--- src/rtl/memoria_numeros_pkg.sv ---
// memoria_numeros_pkg
//   Shared glyph geometry for the seven-segment digit renderer: segment
//   bounding boxes, digit-to-segment table, vertical blanking line and the
//   hit-test helper. Other display blocks (MEMORIA_SP, SINC) import the same
//   constants so every glyph is drawn with identical geometry.
package memoria_numeros_pkg;

  typedef logic [4:0]  row_t;   // glyph row, 0 = top
  typedef logic [3:0]  col_t;   // glyph column, 0 = leftmost
  typedef logic [3:0]  code_t;  // BCD digit code
  typedef logic [9:0]  line_t;  // vertical scan line
  typedef logic [11:0] rgb_t;   // RGB444 pixel colour
  typedef logic [6:0]  segs_t;  // bit 0 = a ... bit 6 = g

  // Inclusive bounding box of one segment inside the 16x32 glyph cell.
  typedef struct packed {
    row_t row_lo;
    row_t row_hi;
    col_t col_lo;
    col_t col_hi;
  } seg_box_t;

  localparam seg_box_t SEG_A = '{row_lo: 5'd1,  row_hi: 5'd3,  col_lo: 4'd3,  col_hi: 4'd12};
  localparam seg_box_t SEG_B = '{row_lo: 5'd3,  row_hi: 5'd15, col_lo: 4'd12, col_hi: 4'd14};
  localparam seg_box_t SEG_C = '{row_lo: 5'd16, row_hi: 5'd28, col_lo: 4'd12, col_hi: 4'd14};
  localparam seg_box_t SEG_D = '{row_lo: 5'd28, row_hi: 5'd30, col_lo: 4'd3,  col_hi: 4'd12};
  localparam seg_box_t SEG_E = '{row_lo: 5'd16, row_hi: 5'd28, col_lo: 4'd1,  col_hi: 4'd3};
  localparam seg_box_t SEG_F = '{row_lo: 5'd3,  row_hi: 5'd15, col_lo: 4'd1,  col_hi: 4'd3};
  localparam seg_box_t SEG_G = '{row_lo: 5'd14, row_hi: 5'd17, col_lo: 4'd3,  col_hi: 4'd12};

  // Active segments per digit, bit order gfedcba.
  localparam segs_t SEGS_0 = 7'b0111111;
  localparam segs_t SEGS_1 = 7'b0000110;
  localparam segs_t SEGS_2 = 7'b1011011;
  localparam segs_t SEGS_3 = 7'b1001111;
  localparam segs_t SEGS_4 = 7'b1100110;
  localparam segs_t SEGS_5 = 7'b1101101;
  localparam segs_t SEGS_6 = 7'b1111101;
  localparam segs_t SEGS_7 = 7'b0000111;
  localparam segs_t SEGS_8 = 7'b1111111;
  localparam segs_t SEGS_9 = 7'b1101111;
  localparam segs_t SEGS_NONE = 7'b0000000;

  // First scan line of vertical blanking.
  localparam line_t BLANK_LINE = 10'd480;

  // True when (row, col) lies inside the box, bounds inclusive.
  function automatic logic in_box(seg_box_t b, row_t row, col_t col);
    return (row >= b.row_lo) && (row <= b.row_hi) &&
           (col >= b.col_lo) && (col <= b.col_hi);
  endfunction

endpackage

--- src/rtl/memoria_numeros_glyph_seg_decode.sv ---
// glyph_seg_decode
//   Maps a digit code to its seven-segment enable vector (gfedcba).
//   Codes 10-15 enable nothing, so those glyphs render fully unlit.
//   rom  : digit code in
//   segs : segment enables out (combinational)
module glyph_seg_decode
  import memoria_numeros_pkg::*;
(
  input  code_t rom,
  output segs_t segs
);

  // Digit code to segment-enable lookup.
  always_comb begin
    segs = SEGS_NONE;
    case (rom)
      4'd0:    segs = SEGS_0;
      4'd1:    segs = SEGS_1;
      4'd2:    segs = SEGS_2;
      4'd3:    segs = SEGS_3;
      4'd4:    segs = SEGS_4;
      4'd5:    segs = SEGS_5;
      4'd6:    segs = SEGS_6;
      4'd7:    segs = SEGS_7;
      4'd8:    segs = SEGS_8;
      4'd9:    segs = SEGS_9;
      default: segs = SEGS_NONE;
    endcase
  end

endmodule

--- src/rtl/memoria_numeros.sv ---
// memoria_numeros
//   Seven-segment digit glyph ROM (16 cols x 32 rows x 1 bit, 10 digits)
//   followed by one output register. A new pixel can be requested every
//   cycle; the colour appears one CLK later. Lines in vertical blanking
//   always produce black.
//   direccion      : glyph row 0-31
//   rom            : digit code (10-15 render blank)
//   NUMEROS        : registered RGB444 pixel colour
//   direccion_data : glyph column 0-15
//   CLK            : system clock, rising edge
//   RST            : asynchronous active-high reset, forces NUMEROS to black
//   ADDRV          : vertical scan line, used only for the blanking test
module memoria_numeros
  import memoria_numeros_pkg::*;
#(
  parameter rgb_t FG_COLOR = 12'hFFF,
  parameter rgb_t BG_COLOR = 12'h000
) (
  input  row_t  direccion,
  input  code_t rom,
  output rgb_t  NUMEROS,
  input  col_t  direccion_data,
  input  logic  CLK,
  input  logic  RST,
  input  line_t ADDRV
);

  segs_t segs_s;
  segs_t hit_s;
  logic  lit_s;
  rgb_t  pixel_s;
  rgb_t  numeros_r;

  glyph_seg_decode u_seg_decode (
    .rom  (rom),
    .segs (segs_s)
  );

  // Which segment boxes contain the requested pixel, and whether any of
  // them is enabled for this digit.
  always_comb begin
    hit_s = {in_box(SEG_G, direccion, direccion_data),
             in_box(SEG_F, direccion, direccion_data),
             in_box(SEG_E, direccion, direccion_data),
             in_box(SEG_D, direccion, direccion_data),
             in_box(SEG_C, direccion, direccion_data),
             in_box(SEG_B, direccion, direccion_data),
             in_box(SEG_A, direccion, direccion_data)};
    lit_s = |(segs_s & hit_s);
  end

  // Next pixel colour; blanking overrides the glyph and both colours.
  always_comb begin
    pixel_s = 12'h000;
    if (ADDRV >= BLANK_LINE) begin
      pixel_s = 12'h000;
    end else if (lit_s) begin
      pixel_s = FG_COLOR;
    end else begin
      pixel_s = BG_COLOR;
    end
  end

  // Output pixel register.
  always_ff @(posedge CLK or posedge RST) begin
    if (RST) begin
      numeros_r <= 12'h000;
    end else begin
      numeros_r <= pixel_s;
    end
  end

  assign NUMEROS = numeros_r;

endmodule

--- config.mk ---
export PLATFORM = sky130hd
export DESIGN_NAME = memoria_numeros
export DESIGN_NICKNAME = d
export VERILOG_FILES = /design/src/rtl/memoria_numeros_pkg.sv /design/src/rtl/memoria_numeros_glyph_seg_decode.sv /design/src/rtl/memoria_numeros.sv
export SDC_FILE = /design/constraint.sdc
export NUM_CORES = 1
export LEC_CHECK = 0
export CAP_MARGIN = 20
export CELL_PAD_IN_SITES_DETAIL_PLACEMENT = 1
export CELL_PAD_IN_SITES_GLOBAL_PLACEMENT = 1
export CORE_MARGIN = 8
export CORE_UTILIZATION = 21
export CTS_BUF_LIST = sky130_fd_sc_hd__clkbuf_16
export CTS_CLUSTER_SIZE = 12
export DETAILED_ROUTE_END_ITERATION = 10
export PLACE_DENSITY_LB_ADDON = 0.08
export SLEW_MARGIN = 15
export SYNTH_ARGS = -nofsm -noshare
export SYNTH_HDL_FRONTEND = slang
export SYNTH_SLANG_ARGS = --single-unit
--- constraint.sdc ---
create_clock -name CLK -period 1.9 [get_ports CLK]
set_clock_uncertainty 0.1 [all_clocks]
set_input_delay 0.38 -clock CLK [delete_from_list [all_inputs] [get_ports CLK]]
set_output_delay 0.38 -clock CLK [all_outputs]
set_load 0.01 [all_outputs]
==> metrics <==
Max VDD drop=0.0000804 V; initial antenna violation count=0; final instance area=817 um2; drt drc=0; slowest stage delay, CP=between 0.3 and 0.4 ns; cell area after synthesis=434 um2; placed cell area=756 um2; DP HPWL=1410 um; MaxCap Viol Count=0; post-route ant nets=0; leakage=0.366 nW; setup violators final=0; post-detailed-route via-to-cell ratio=about 4.8; Ports=37; Mapped Nets=between 90 and 100; Post-Syn Area per Cell=between 7 and 8 um2; status=completed; Fin. Hold Viols=0; Ys Warns=0; final net count=approximately 120; Yosys reg bits=1; Critical Path RT=1.72 ns; GP Congestion=roughly 0.8; Main synth FF type=dfrtp_1; final period utilization=97.4%; clk slew on worst S/H paths=0 ns; min cycle time layout=1.85 ns; CP Max Fanout=3; number of flops mapped to enable cells by yosys=0; CP Cell Sequence=buf_2 > ha_4 > or3_4 > a21boi_2 > o32a_1 > a31oi_1; Wirelength per Cell=15.0 um; WP data arrival=1.67 ns; DRT Wirelength=1730 um; CP startpoint kind=input port; routed vias=549; gr ovfl total=0; Power Total=192 uW; Port Buffers=31; first-pass GRT wire length=2480 um; largest net degree at the start of global routing=13; Hold WC Path Type=in2async; Setup Fix Bufs, Post-CTS=0; P per Cell Area=approximately 230 nW/um2; Least-Margin Pin Slew=0.294 ns; max_slew headroom=about four fifths; area of the core=1960 um2; Die X=61.5 um; Slowest cell on crit path=or3_4; Die Footprint=3780 um2; Area Growth Syn to Fin=88.2%; flip-flop count of the largest register, all copies and words added=1; Seq/Total Area, Yosys=slightly below 6%; critical path class=in2reg; all-layer global routing usage=8.16%; DRT iter0 DRCs=5; Post-CTS Hold Fix Bufs=0; CP Capture Type=flip-flop; DRT Pass-1 Iters=2; Row Count=16; unrepaired setup endpoints after global routing=no; Mapped Cells=60; post-synthesis cell type count=26; fin util=41.6%; Die Y-Extent=61.5 um; number of diodes=0; initial core utilization=22.1%; Async S/R FF share, synth=100%; layout cells sized above 1=27.3%; vias in the first global route=561; Fmax=approximately 540 MHz; Final Max Tran Viols=0
## power breakdown
group	total [mW]	internal [mW]	switching, mW
Combinational	0.165	0.0963	0.0690
Sequential	0.0265	0.0230	0.00350
Clock	0	0	0
Total	0.192	0.119	0.0725
## area by class of cell
class	count	area, um2
fill	262	1140
inverter	6	22.5
multi-input combinational	42	359
sequential	1	25.0
tap	27	33.8
timing repair buffer	39	377
## cell usage after synthesis, types with 2 or more instances
master     n  share of area (%)
a221oi_1   2                4.0
a31oi_1    4                5.8
buf_4     11                 19
ha_1       6                 17
inv_1      5                4.3
nand2_1    3                2.6
nand2b_1   2                2.9
nor2_1     4                3.5
nor3_1     3                3.5
o21ai_0    4                4.6
## cells by family after synthesis
| family | synth area share, % |
|---|---|
| buf+inv | 24.2 |
| flops | 5.76 |
| compound gates | 34.0 |
| xor+xnor | 2.02 |
| simple gates | 16.7 |
| fa+ha+maj | 17.3 |
## layout by cell type, fill, tap and decap left out, types with 2 or more instances in the layout
master,netlist,layout
a31oi_1,4,4
buf_2,0,2
buf_4,11,6
buf_6,0,2
clkdlybuf4s50_1,0,23
dlymetal6s2s_1,0,4
ha_1,6,3
ha_4,0,2
inv_1,5,3
inv_2,1,3
nand2_1,3,3
nand2b_1,2,2
nor2_1,4,3
nor3_2,0,2
o21ai_1,0,3
## critical path, delay by kind of cell
family | cells | cell delay [ns]
compound gates | 3 | 0.61
fa+ha+maj | 1 | 0.16
buf+inv | 1 | 0.14
simple gates | 1 | 0.38
## worst paths after layout
check	start	endpoint	slack, ns	depth (start not counted)
setup / recovery	rom[1]	NUMEROS[10]$_DFF_PP0_	0.05	6
hold / removal	RST	NUMEROS[10]$_DFF_PP0_	0.44	2
min in group CLK	direccion[4]	NUMEROS[10]$_DFF_PP0_	0.82	5
max in group asynchronous	RST	NUMEROS[10]$_DFF_PP0_	1.17	2
## timing repair
item	4_1_cts	5_1_grt
pin swaps	3	5
endpoints found under the setup margin	1	1
gates resized for setup	14	19
## stage by stage
step,hold WS [ns],std cells,setup TNS (ns),setup slack (ns)
6_report,0.436,115,0,0.0494
5_1_grt,0.459,115,0,0.000470
4_1_cts,0.441,115,0,0.00994
3_5_place_dp,0.437,115,-0.338,-0.338
3_3_place_gp,0.424,115,-0.336,-0.336
2_1_floorplan,0.00871,60,0,0.227
## layer usage
layer | part of all wire [%] | wire [um] | GRT usage [%]
met1 | 40 | 697 | 8.77
met2 | 53 | 918 | 17.3
met4 | 0 | 0 | 0
met5 | 0 | 0 | 0
met3 | 6.4 | 110 | 0.626
No activity file was read; power rests on OpenSTA's default activity.
